## src/rtl/stage_id_pkg.sv

```systemverilog
// rtl/stage_id_pkg.sv - shared decode constants, ALU codes and stage state type
package stage_id_pkg;

  // Base opcodes handled by this stage
  localparam logic [6:0] OPC_OP_IMM = 7'b0010011;
  localparam logic [6:0] OPC_OP     = 7'b0110011;
  localparam logic [6:0] OPC_LUI    = 7'b0110111;
  localparam logic [6:0] OPC_AUIPC  = 7'b0010111;

  localparam logic [2:0] FUNCT3_ADD_SUB = 3'b000;
  localparam logic [2:0] FUNCT3_SLL     = 3'b001;
  localparam logic [2:0] FUNCT3_SLT     = 3'b010;
  localparam logic [2:0] FUNCT3_SLTU    = 3'b011;
  localparam logic [2:0] FUNCT3_XOR     = 3'b100;
  localparam logic [2:0] FUNCT3_SRL_SRA = 3'b101;
  localparam logic [2:0] FUNCT3_OR      = 3'b110;
  localparam logic [2:0] FUNCT3_AND     = 3'b111;

  localparam logic [6:0] FUNCT7_BASE = 7'b0000000;
  localparam logic [6:0] FUNCT7_ALT  = 7'b0100000;

  localparam int ALUOP_W  = 4;
  localparam int ALUSEL_W = 3;

  localparam logic [ALUOP_W-1:0] EXE_NOP_OP  = 4'd0;
  localparam logic [ALUOP_W-1:0] EXE_ADD_OP  = 4'd1;
  localparam logic [ALUOP_W-1:0] EXE_SUB_OP  = 4'd2;
  localparam logic [ALUOP_W-1:0] EXE_SLL_OP  = 4'd3;
  localparam logic [ALUOP_W-1:0] EXE_SLT_OP  = 4'd4;
  localparam logic [ALUOP_W-1:0] EXE_SLTU_OP = 4'd5;
  localparam logic [ALUOP_W-1:0] EXE_XOR_OP  = 4'd6;
  localparam logic [ALUOP_W-1:0] EXE_SRL_OP  = 4'd7;
  localparam logic [ALUOP_W-1:0] EXE_SRA_OP  = 4'd8;
  localparam logic [ALUOP_W-1:0] EXE_OR_OP   = 4'd9;
  localparam logic [ALUOP_W-1:0] EXE_AND_OP  = 4'd10;

  localparam logic [ALUSEL_W-1:0] EXE_RES_NOP   = 3'd0;
  localparam logic [ALUSEL_W-1:0] EXE_RES_ARITH = 3'd1;
  localparam logic [ALUSEL_W-1:0] EXE_RES_LOGIC = 3'd2;
  localparam logic [ALUSEL_W-1:0] EXE_RES_SHIFT = 3'd3;
  localparam logic [ALUSEL_W-1:0] EXE_RES_CMP   = 3'd4;

  typedef struct packed {
    logic [ALUOP_W-1:0]  op;
    logic [ALUSEL_W-1:0] sel;
  } alu_ctrl_t;

  typedef enum logic {ST_EMPTY, ST_FULL} stage_state_e;

  // alt selects SUB/SRA; callers pass 0 where inst[30] is an immediate bit
  function automatic alu_ctrl_t alu_decode(input logic [2:0] funct3, input logic alt);
    alu_ctrl_t c;
    c.op  = EXE_NOP_OP;
    c.sel = EXE_RES_NOP;
    case (funct3)
      FUNCT3_ADD_SUB: begin c.op = alt ? EXE_SUB_OP : EXE_ADD_OP; c.sel = EXE_RES_ARITH; end
      FUNCT3_SLL:     begin c.op = EXE_SLL_OP;  c.sel = EXE_RES_SHIFT; end
      FUNCT3_SLT:     begin c.op = EXE_SLT_OP;  c.sel = EXE_RES_CMP;   end
      FUNCT3_SLTU:    begin c.op = EXE_SLTU_OP; c.sel = EXE_RES_CMP;   end
      FUNCT3_XOR:     begin c.op = EXE_XOR_OP;  c.sel = EXE_RES_LOGIC; end
      FUNCT3_SRL_SRA: begin c.op = alt ? EXE_SRA_OP : EXE_SRL_OP; c.sel = EXE_RES_SHIFT; end
      FUNCT3_OR:      begin c.op = EXE_OR_OP;   c.sel = EXE_RES_LOGIC; end
      default:        begin c.op = EXE_AND_OP;  c.sel = EXE_RES_LOGIC; end
    endcase
    return c;
  endfunction

endpackage

```

## src/rtl/stage_id_pipe_fwd_mux.sv

```systemverilog
// rtl/stage_id_pipe_fwd_mux.sv - priority forwarding select for one source operand
module id_fwd_mux #(
  parameter int XLEN      = 32,
  parameter int RADDR_W   = 5,
  parameter int FWD_PORTS = 2
) (
  input  logic [RADDR_W-1:0]           raddr,
  input  logic [XLEN-1:0]              reg_data,
  input  logic [FWD_PORTS-1:0]         fwd_we,
  input  logic [FWD_PORTS*RADDR_W-1:0] fwd_waddr,
  input  logic [FWD_PORTS*XLEN-1:0]    fwd_wdata,
  output logic [XLEN-1:0]              data
);

  // Walk oldest to youngest so the lowest matching index overrides; x0 is hardwired zero
  always_comb begin
    data = reg_data;
    for (int i = FWD_PORTS - 1; i >= 0; i--) begin
      if (fwd_we[i] && (fwd_waddr[i*RADDR_W +: RADDR_W] == raddr)) begin
        data = fwd_wdata[i*XLEN +: XLEN];
      end
    end
    if (raddr == '0) begin
      data = '0;
    end
  end

endmodule

```

## src/rtl/stage_id_pipe.sv

```systemverilog
// rtl/stage_id_pipe.sv - RV32I decode stage with forwarding, load-use stall and output register (option: STAGE_ID_ILLEGAL_FLAG_EN)
module stage_id_pipe
  import stage_id_pkg::*;
#(
  parameter int XLEN      = 32,
  parameter int RADDR_W   = 5,
  parameter int FWD_PORTS = 2
) (
  input  logic                         clk,
  input  logic                         rst_n,
  input  logic                         flush,
  input  logic                         in_valid,
  output logic                         in_ready,
  input  logic [XLEN-1:0]              in_pc,
  input  logic [31:0]                  in_inst,
  output logic                         re1,
  output logic                         re2,
  output logic [RADDR_W-1:0]           reg_addr1,
  output logic [RADDR_W-1:0]           reg_addr2,
  input  logic [XLEN-1:0]              reg_data1,
  input  logic [XLEN-1:0]              reg_data2,
  input  logic [FWD_PORTS-1:0]         fwd_we,
  input  logic [FWD_PORTS*RADDR_W-1:0] fwd_waddr,
  input  logic [FWD_PORTS*XLEN-1:0]    fwd_wdata,
  input  logic                         ex_load,
  input  logic [RADDR_W-1:0]           ex_load_rd,
  output logic                         out_valid,
  input  logic                         out_ready,
  output logic [ALUOP_W-1:0]           out_aluop,
  output logic [ALUSEL_W-1:0]          out_alusel,
  output logic [XLEN-1:0]              out_opv1,
  output logic [XLEN-1:0]              out_opv2,
  output logic                         out_we,
  output logic [RADDR_W-1:0]           out_waddr,
  output logic [XLEN-1:0]              out_pc,
  output logic                         out_illegal
);

  logic [6:0]         opcode;
  logic [2:0]         funct3;
  logic [6:0]         funct7;
  logic [RADDR_W-1:0] rd;
  logic [XLEN-1:0]    imm_i;
  logic [XLEN-1:0]    imm_u;
  logic [XLEN-1:0]    shamt;
  logic [XLEN-1:0]    fwd_data1;
  logic [XLEN-1:0]    fwd_data2;

  logic               dec_legal;
  alu_ctrl_t          dec_ctrl;
  logic [XLEN-1:0]    dec_opv1;
  logic [XLEN-1:0]    dec_opv2;
  logic               dec_we;
  logic [RADDR_W-1:0] dec_waddr;

  logic               hazard;
  logic               load;
  stage_state_e       state_q;
  stage_state_e       state_d;

  assign opcode    = in_inst[6:0];
  assign funct3    = in_inst[14:12];
  assign funct7    = in_inst[31:25];
  assign rd        = in_inst[11:7];
  assign reg_addr1 = in_inst[19:15];
  assign reg_addr2 = in_inst[24:20];
  assign imm_i     = XLEN'($signed(in_inst[31:20]));
  assign imm_u     = XLEN'($signed({in_inst[31:12], 12'b0}));
  assign shamt     = XLEN'(in_inst[24:20]);

  id_fwd_mux #(.XLEN(XLEN), .RADDR_W(RADDR_W), .FWD_PORTS(FWD_PORTS)) u_fwd1 (
    .raddr     (reg_addr1),
    .reg_data  (reg_data1),
    .fwd_we    (fwd_we),
    .fwd_waddr (fwd_waddr),
    .fwd_wdata (fwd_wdata),
    .data      (fwd_data1)
  );

  id_fwd_mux #(.XLEN(XLEN), .RADDR_W(RADDR_W), .FWD_PORTS(FWD_PORTS)) u_fwd2 (
    .raddr     (reg_addr2),
    .reg_data  (reg_data2),
    .fwd_we    (fwd_we),
    .fwd_waddr (fwd_waddr),
    .fwd_wdata (fwd_wdata),
    .data      (fwd_data2)
  );

  // Decode the incoming word; anything not legal collapses to a NOP with no register reads
  always_comb begin
    dec_legal = 1'b0;
    re1       = 1'b0;
    re2       = 1'b0;
    dec_ctrl  = '{op: EXE_ADD_OP, sel: EXE_RES_ARITH};
    dec_opv1  = '0;
    dec_opv2  = '0;
    case (opcode)
      OPC_OP_IMM: begin
        re1      = 1'b1;
        dec_opv1 = fwd_data1;
        dec_ctrl = alu_decode(funct3, (funct3 == FUNCT3_SRL_SRA) && in_inst[30]);
        if (funct3 == FUNCT3_SLL) begin
          dec_legal = (funct7 == FUNCT7_BASE);
          dec_opv2  = shamt;
        end else if (funct3 == FUNCT3_SRL_SRA) begin
          dec_legal = (funct7 == FUNCT7_BASE) || (funct7 == FUNCT7_ALT);
          dec_opv2  = shamt;
        end else begin
          dec_legal = 1'b1;
          dec_opv2  = imm_i;
        end
      end
      OPC_OP: begin
        re1      = 1'b1;
        re2      = 1'b1;
        dec_opv1 = fwd_data1;
        dec_opv2 = fwd_data2;
        dec_ctrl = alu_decode(funct3, in_inst[30]);
        if ((funct3 == FUNCT3_ADD_SUB) || (funct3 == FUNCT3_SRL_SRA)) begin
          dec_legal = (funct7 == FUNCT7_BASE) || (funct7 == FUNCT7_ALT);
        end else begin
          dec_legal = (funct7 == FUNCT7_BASE);
        end
      end
      OPC_LUI: begin
        dec_legal = 1'b1;
        dec_opv1  = imm_u;
      end
      OPC_AUIPC: begin
        dec_legal = 1'b1;
        dec_opv1  = in_pc;
        dec_opv2  = imm_u;
      end
      default: begin
        dec_legal = 1'b0;
      end
    endcase
    if (!dec_legal) begin
      re1      = 1'b0;
      re2      = 1'b0;
      dec_ctrl = '{op: EXE_NOP_OP, sel: EXE_RES_NOP};
      dec_opv1 = '0;
      dec_opv2 = '0;
    end
    dec_we    = dec_legal;
    dec_waddr = dec_legal ? rd : '0;
  end

  assign hazard = ex_load && (ex_load_rd != '0) &&
                  ((re1 && (reg_addr1 == ex_load_rd)) || (re2 && (reg_addr2 == ex_load_rd)));
  assign in_ready  = !hazard && (!out_valid || out_ready);
  assign load      = in_valid && in_ready && !flush;
  assign out_valid = (state_q == ST_FULL);

  // Occupancy state register
  always_ff @(posedge clk or negedge rst_n) begin
    if (!rst_n) begin
      state_q <= ST_EMPTY;
    end else begin
      state_q <= state_d;
    end
  end

  // Flush wins over capture; a consumed bundle with nothing new leaves a bubble
  always_comb begin
    state_d = state_q;
    if (flush) begin
      state_d = ST_EMPTY;
    end else if (load) begin
      state_d = ST_FULL;
    end else if (out_ready) begin
      state_d = ST_EMPTY;
    end
  end

  // Decoded bundle register, only written on capture so it holds while EX stalls
  always_ff @(posedge clk or negedge rst_n) begin
    if (!rst_n) begin
      out_aluop  <= '0;
      out_alusel <= '0;
      out_opv1   <= '0;
      out_opv2   <= '0;
      out_we     <= 1'b0;
      out_waddr  <= '0;
      out_pc     <= '0;
    end else if (load) begin
      out_aluop  <= dec_ctrl.op;
      out_alusel <= dec_ctrl.sel;
      out_opv1   <= dec_opv1;
      out_opv2   <= dec_opv2;
      out_we     <= dec_we;
      out_waddr  <= dec_waddr;
      out_pc     <= in_pc;
    end
  end

`ifdef STAGE_ID_ILLEGAL_FLAG_EN
  logic illegal_q;

  // Illegal flag travels with the bundle it describes
  always_ff @(posedge clk or negedge rst_n) begin
    if (!rst_n) begin
      illegal_q <= 1'b0;
    end else if (load) begin
      illegal_q <= !dec_legal;
    end
  end

  assign out_illegal = illegal_q;
`else
  assign out_illegal = 1'b0;
`endif

endmodule

```

## config.mk

```make
export PLATFORM = sky130hd
export DESIGN_NAME = stage_id_pipe
export DESIGN_NICKNAME = d
export VERILOG_FILES = /design/src/rtl/stage_id_pkg.sv /design/src/rtl/stage_id_pipe_fwd_mux.sv /design/src/rtl/stage_id_pipe.sv
export SDC_FILE = /design/constraint.sdc
export NUM_CORES = 1
export LEC_CHECK = 0
export ABC_AREA = 1
export ABC_CLOCK_PERIOD_IN_PS = 4000
export CORE_MARGIN = 5
export CORE_UTILIZATION = 30
export CTS_CLUSTER_SIZE = 8
export DETAILED_ROUTE_END_ITERATION = 12
export PLACE_DENSITY = 0.6
export SETUP_SLACK_MARGIN = 0.02
export SYNTH_ARGS = -nofsm -noshare
export SYNTH_HDL_FRONTEND = slang
export SYNTH_HIERARCHICAL = 1
export SYNTH_SLANG_ARGS = --single-unit
```

## constraint.sdc

```tcl
create_clock -name clk -period 4 [get_ports clk]
set_clock_uncertainty 0.2 [all_clocks]
set_input_delay 0.4 -clock clk [delete_from_list [all_inputs] [get_ports clk]]
set_output_delay 0.4 -clock clk [all_outputs]
set_load 0.01 [all_outputs]
```

==> impl_metrics.env, run 1 <==
export IMPL_cts_root_to_sink_buffers=2
export IMPL_req_time_crit_path_ps=3400
export IMPL_syn2layout_area_growth_pct=40.4
export IMPL_design_core_area_mm2=0.0307
export IMPL_multi_input_area_mm2=0.00536
export IMPL_final_stage_net_count=2055
export IMPL_detailedPlace_worstSlack_ps=681
export IMPL_die_area_mm2=0.0349
export IMPL_cts_clk_slew_worst_paths_ps=80
export IMPL_grt_pass1_vias=11300
export IMPL_min_path_cells=2
export IMPL_worst_slew_pin_slew_ps=1300
export IMPL_switching_share=0.325
export IMPL_cts_sink_count=110
export IMPL_r2r_setup_slack_ps=1780
export IMPL_post_route_min_period_ps=3370
export IMPL_routabilityCongestion=0.934
export IMPL_cellInternalPower_mw=2.06
export IMPL_fin_crit_sh=0.843
export IMPL_min_delay_worst_type="flip-flop to flip-flop"
export IMPL_cts_h_tree_lvls=3
export IMPL_antenna_found_initial=4
export IMPL_slew_headroom=0.132
export IMPL_drtIter0Drc=1041
export IMPL_route_detailed_wl_per_inst_um=19.6
export IMPL_ys_ff_latch=110
export IMPL_largest_net_degree_at_the_start_of_global_routing=111
export IMPL_postLayoutSetupSlackWorst_ps=629
export IMPL_ys_top_cells_by_area="sky130_fd_sc_hd__dfrtp_1 29%, sky130_fd_sc_hd__nand2_1 22%, sky130_fd_sc_hd__nand4_1 12%, sky130_fd_sc_hd__nor2_1 11%, sky130_fd_sc_hd__nand3_1 6.9%"
export IMPL_slew_viol_final=0
export IMPL_num_io_pins=339
export IMPL_post_dp_hpwl_mm=32.7
export IMPL_global_route_usage_total=0.242
export IMPL_power_net_switching_mw=0.991
export IMPL_die_width_um=187
export IMPL_critical_path_fanout_max=13
export IMPL_power_ir_vdd_worst_v=0.000192
export IMPL_p_leak_nw=6.61
export IMPL_yosysWarnings=6
export IMPL_die_boundary_height_um=187
export IMPL_remaining_drc_errors=0
export IMPL_tritoncts="done"
export IMPL_routed_wirelength_mm=44.0
export IMPL_cts_made_buffers=9
export IMPL_clock_power_share=0.310
export IMPL_pwr_density_mw_per_mm2=232
export IMPL_synth_largest_area_cell="sky130_fd_sc_hd__dfrtp_1"
export IMPL_grt_overflow=0
export IMPL_r2r_end="out_opv2[16]"
export IMPL_grt_pass1_wl_mm=67.2
export IMPL_run_status="finished, final reports clean"
export IMPL_ctsRootBufferMaster="sky130_fd_sc_hd__clkbuf_16"
export IMPL_clk_insertion_delay_late_ps=350
export IMPL_cp_data_arrival_time_ps=2770
export IMPL_worst_hold_startpoint="out_opv2[9]"
export IMPL_cells_after_synth=1588
export IMPL_syn_mean_instance_area_um2=5.91
export IMPL_sequential_fraction_of_the_synthesis_area=0.293
export IMPL_timing_final_hold_violations=0
export IMPL_final_cell_mix="551 x sky130_fd_sc_hd__nand2_1, 336 x sky130_fd_sc_hd__clkdlybuf4s50_1, 264 x sky130_fd_sc_hd__nor2_1, 175 x sky130_fd_sc_hd__nand4_1, 140 x sky130_fd_sc_hd__inv_1"
export IMPL_row_count=64
export IMPL_cap_viol_max_count=0
export IMPL_grt_setup_unrepaired="false"
export IMPL_numPortBuffers=337
export IMPL_min_to="out_opv2[9]"
export IMPL_fillers=3283
export IMPL_setup_tns_final_ps=0
export IMPL_sequential_cell_area_mm2=0.00275
export IMPL_drt_pre_antenna_iters=5
export IMPL_comb_power_share=0.300
export IMPL_vias_per_cell=5.15
export IMPL_share_seq_of_total_power=0.390
export IMPL_timing_rr_start="out_valid"
export IMPL_synthDominantCellAreaShare=0.293
export IMPL_detailroute_via_count=11600
export IMPL_max_freq_ghz=0.297
export IMPL_post_synth_num_cell_types=27
export IMPL_cp_startpoint="in_inst[13]"
export IMPL_floorplan_initialDensity=0.305
export IMPL_timing_setup_critical_path_class="input port to primary output"
export IMPL_post_cts_buffers=0
export IMPL_final_common_cell="sky130_fd_sc_hd__nand2_1"
export IMPL_share_of_final_layout_standard_cells_stronger_than_drive_strength_1=0.0482
export IMPL_antenna_left=0
export IMPL_syn_cell_area_mm2=0.00939
export IMPL_timing_critical_path_to_type="primary output"
export IMPL_worstRegToRegCells=4
export IMPL_worst_setup_path_start_kind="input port"
export IMPL_setup_violations_final=0
export IMPL_synth_nets=1803
-- layer usage --
layer	global-route usage	up-vias	wire length [µm]
li1	-	5559	-
met1	0.312	5396	18400
met2	0.406	539	20900
met3	0.0495	64	3240
met4	0.0776	2	1390
met5	0	-	13
-- critical path: stages --
cell and delay [ps]:
sky130_fd_sc_hd__clkdlybuf4s50_1 610, sky130_fd_sc_hd__inv_2 110, sky130_fd_sc_hd__nand2_2 220, sky130_fd_sc_hd__inv_2 80, sky130_fd_sc_hd__nand2_2 90, sky130_fd_sc_hd__nand2_1 60
sky130_fd_sc_hd__nand2_1 70, sky130_fd_sc_hd__nand2_1 60, sky130_fd_sc_hd__nand3_1 70, sky130_fd_sc_hd__nand2_1 120, sky130_fd_sc_hd__a21boi_0 280, sky130_fd_sc_hd__clkdlybuf4s50_1 600
-- area by class of cell --
| cell class | count | share of cell area |
|---|---|---|
| flip-flops and latches | 110 | 0.209 |
| well taps | 396 | 0.0376 |
| clock inverters | 6 | 0.00531 |
| multi-input cells | 1193 | 0.407 |
| repair buffers | 370 | 0.279 |
| clock buffers | 10 | 0.0174 |
| diodes | 3 | 0.000569 |
| inverters | 156 | 0.0444 |
-- sequential cells by signal, indices dropped and copies added, names as in the netlist --
register    count
out_opv2       32
out_pc         32
out_aluop       4
out_waddr       5
out_valid       1
out_alusel      3
out_we          1
out_opv1       32
-- power by group through the flow --
stage | logic, mW | clock network (mW) | registers (mW)
6_report | 0.916 | 0.945 | 1.19
5_1_grt | 0.990 | 1.01 | 1.20
4_1_cts | 0.914 | 0.966 | 1.19
3_5_place_dp | 0.909 | 0 | 1.21
3_3_place_gp | 0.906 | 0 | 1.21
2_1_floorplan | 0.359 | 0 | 1.23
-- per-stage QoR --
stage / cell area, µm² / std cells / utilization / power [mW] / hold WS, ps
detailed placement: 12900 / 2224 / 0.419 / 2.12 / 258
global route: 13200 / 2244 / 0.429 / 3.19 / 291
floorplan: 9390 / 1588 / - / 1.59 / -95.6
global placement: 12900 / 2224 / 0.419 / 2.12 / 254
CTS: 13200 / 2241 / 0.429 / 3.07 / 277
finish: 13200 / 2244 / 0.429 / 3.05 / 273
-- cells in the mapped netlist --
library cell and n:
sky130_fd_sc_hd__dfrtp_1 110, sky130_fd_sc_hd__nor2_4 6, sky130_fd_sc_hd__o21ai_1 9, sky130_fd_sc_hd__a21boi_0 1, sky130_fd_sc_hd__nor3_1 3, sky130_fd_sc_hd__a21oi_1 17, sky130_fd_sc_hd__buf_2 50, sky130_fd_sc_hd__o21ai_0 12
sky130_fd_sc_hd__buf_4 24, sky130_fd_sc_hd__buf_1 3, sky130_fd_sc_hd__nand4_1 175, sky130_fd_sc_hd__nor2_2 4, sky130_fd_sc_hd__nor2_1 265, sky130_fd_sc_hd__nand2_1 554, sky130_fd_sc_hd__buf_6 15, sky130_fd_sc_hd__xnor2_1 5
sky130_fd_sc_hd__clkbuf_1 37, sky130_fd_sc_hd__nand3_4 4, sky130_fd_sc_hd__o21ai_2 1, sky130_fd_sc_hd__nor3_2 3, sky130_fd_sc_hd__conb_1 1, sky130_fd_sc_hd__nor4_1 1, sky130_fd_sc_hd__inv_1 140, sky130_fd_sc_hd__nand3_1 129
sky130_fd_sc_hd__clkinv_1 1, sky130_fd_sc_hd__inv_2 15, sky130_fd_sc_hd__nand2_2 3
-- worst max path at each step --
stage and endpoint:
4_1_cts in_ready, 2_1_floorplan re1, 5_1_grt in_ready, 6_report in_ready, 3_5_place_dp in_ready, 3_3_place_gp in_ready
-- cell families after synthesis --
kind of cell,Yosys count,share of synthesized area
simple gates,1147,0.538
compound gates,40,0.0220
flops,110,0.293
other cells,1,0.000399
buf+inv,285,0.142
xor+xnor,5,0.00466
-- timing repair --
action | 4_1_cts | 5_1_grt
endpoints found under the hold margin | 9 | 0
resized for setup | 0 | 0
hold buffers | 1 | 0
Note: power is estimated with default switching activity, not from simulation.
==> inputs of run 2 (changes only) <==
ABC_CLOCK_PERIOD_IN_PS = 3100   (was 4000)
PLACE_DENSITY = 0.62   (was 0.6)
clock period = 3.1 ns   (was 4 ns; I/O delays follow)
==> impl_metrics.env, run 2 (synthesis gave the netlist of run 1 again) <==
export IMPL_run_status="finished, final reports clean"
export IMPL_post_route_min_period_ps=2880
export IMPL_drtIter0Drc=1008
export IMPL_share_of_final_layout_standard_cells_stronger_than_drive_strength_1=0.0670
export IMPL_die_boundary_height_um=187
export IMPL_vias_per_cell=5.07
export IMPL_max_freq_ghz=0.348
export IMPL_p_leak_nw=6.79
export IMPL_setup_tns_final_ps=0
export IMPL_remaining_drc_errors=0
export IMPL_row_count=64
export IMPL_largest_net_degree_at_the_start_of_global_routing=65
export IMPL_post_cts_buffers=0
export IMPL_worst_path_largest_cell_delay_ps=660
export IMPL_cts_h_tree_lvls=3
export IMPL_min_delay_worst_type="flip-flop to flip-flop"
export IMPL_critical_path_fanout_max=6
export IMPL_ctsRootBufferMaster="sky130_fd_sc_hd__clkbuf_16"
export IMPL_cts_made_buffers=9
export IMPL_post_dp_hpwl_mm=34.2
export IMPL_final_stage_net_count=2092
export IMPL_final_util=0.439
export IMPL_r2r_setup_slack_ps=1270
export IMPL_r2r_end="out_opv2[30]"
export IMPL_place_area_mm2=0.0132
export IMPL_worstRegToRegCells=4
export IMPL_syn2layout_area_growth_pct=43.7
export IMPL_fillers=3279
export IMPL_timing_critical_path_to_type="primary output"
export IMPL_cp_data_arrival_time_ps=2370
export IMPL_post_route_cell_area_mm2=0.0135
export IMPL_grt_overflow=0
export IMPL_cts_root_to_sink_buffers=2
export IMPL_layout_top_registers="out_opv1: 32 flops, out_opv2: 32 flops, out_pc: 32 flops"
export IMPL_num_io_pins=339
export IMPL_finalNonFillerCells=2281
export IMPL_power_ir_vdd_worst_v=0.000243
export IMPL_clk_insertion_delay_late_ps=360
export IMPL_final_common_cell="sky130_fd_sc_hd__nand2_1"
export IMPL_worst_setup_path_start_kind="input port"
export IMPL_grt_setup_unrepaired="false"
export IMPL_crit_chain="clkdlybuf4s50_1 -> xnor2_1 -> nand3_1 -> nor2_1 -> nand3_1 -> nand2_1 -> a21boi_1 -> clkdlybuf4s50_1"
export IMPL_cpLargestDelayFamily="buffers and inverters"
export IMPL_timing_rr_start="out_valid"
export IMPL_timing_final_hold_violations=0
export IMPL_cap_viol_max_count=0
export IMPL_cts_clk_slew_worst_paths_ps=70
export IMPL_global_route_usage_total=0.246
export IMPL_grt_pass1_wl_mm=68.4
export IMPL_routed_wirelength_mm=44.1
export IMPL_slew_headroom=0.515
export IMPL_timing_setup_critical_path_class="input port to primary output"
export IMPL_tritoncts="done"
export IMPL_cts_sink_count=110
export IMPL_pwr_density_mw_per_mm2=289
export IMPL_drt_pre_antenna_iters=5
export IMPL_slowest_stage="sky130_fd_sc_hd__clkdlybuf4s50_1"
export IMPL_worst_hold_startpoint="out_pc[16]"
export IMPL_fin_crit_sh=0.928
export IMPL_route_detailed_wl_per_inst_um=19.3
export IMPL_slew_viol_final=0
export IMPL_placed_instance_count=2261
export IMPL_die_width_um=187
export IMPL_critical_path_n_buffers_inverters=2
export IMPL_worst_slew_pin_slew_ps=728
export IMPL_routabilityCongestion=0.945
export IMPL_antenna_left=0
export IMPL_setup_violations_final=0
export IMPL_req_time_crit_path_ps=2590
export IMPL_min_to="out_pc[16]"
export IMPL_die_area_mm2=0.0349
export IMPL_design_core_area_mm2=0.0307
export IMPL_final_cell_mix="551 x sky130_fd_sc_hd__nand2_1, 336 x sky130_fd_sc_hd__clkdlybuf4s50_1, 264 x sky130_fd_sc_hd__nor2_1, 175 x sky130_fd_sc_hd__nand4_1, 140 x sky130_fd_sc_hd__inv_1"
export IMPL_grt_pass1_vias=11600
export IMPL_numPortBuffers=337
export IMPL_detailroute_via_count=11600
export IMPL_min_path_cells=2
export IMPL_antenna_found_initial=4
export IMPL_floorplan_initialDensity=0.305
run 2: metal layers:
layer / wire [µm] / share of wire / global-route usage / vias up
met3: 2670 / 0.060 / 0.0427 / 70
met4: 1510 / 0.034 / 0.0822 / 2
li1: - / - / - / 5628
met1: 18800 / 0.43 / 0.319 / 5412
met5: 20 / 0.00045 / 0 / -
met2: 21100 / 0.48 / 0.416 / 446
run 2: area by class of cell:
cell class              count  area, µm²  area share
multi-input cells        1193       5360       0.398
repair buffers            407       4010       0.297
flip-flops and latches    110       2750       0.204
inverters                 156        586      0.0434
well taps                 396        495      0.0367
clock buffers              10        229      0.0170
clock inverters             6       45.0     0.00334
diodes                      3       7.51    0.000557
run 2: report_power, final:
| part | switching [mW] | internal, mW | leakage, nW |
|---|---|---|---|
| clock | 0.591 | 0.554 | 0.131 |
| sequential | 0.0394 | 1.50 | 1.49 |
| combinational | 0.650 | 0.559 | 5.17 |
run 2: how the worst max path moves through the flow:
stage	cells past startpoint	end	slack, ps	startpoint
CTS	8	in_ready	140	in_inst[21]
global placement	16	out_opv1[22]	120	in_inst[16]
global route	12	in_ready	90	in_inst[13]
detailed placement	16	out_opv2[30]	90	in_inst[21]
floorplan	12	out_opv2[10]	1240	in_inst[1]
finish	8	in_ready	220	in_inst[21]
run 2: stage by stage:
step / setup slack [ps] / hold slack [ps] / power (mW)
global placement: 116 / 197 / 2.77
detailed placement: 90.3 / 201 / 2.77
finish: 224 / 272 / 3.89
CTS: 136 / 276 / 3.91
floorplan: 1240 / -186 / 2.06
global route: 85.2 / 287 / 4.08
run 2: tightest hold or removal path, stage by stage (launching register included):
cell                      delay [ps]
sky130_fd_sc_hd__dfrtp_1         340
sky130_fd_sc_hd__nand2_1          50
sky130_fd_sc_hd__nand2_1          50
run 2: timing repair:
action                                  4_1_cts  5_1_grt
endpoints found under the setup margin        0        1
hold buffers                                  1        0
resized for setup                             0        1
endpoints found under the hold margin        51        0
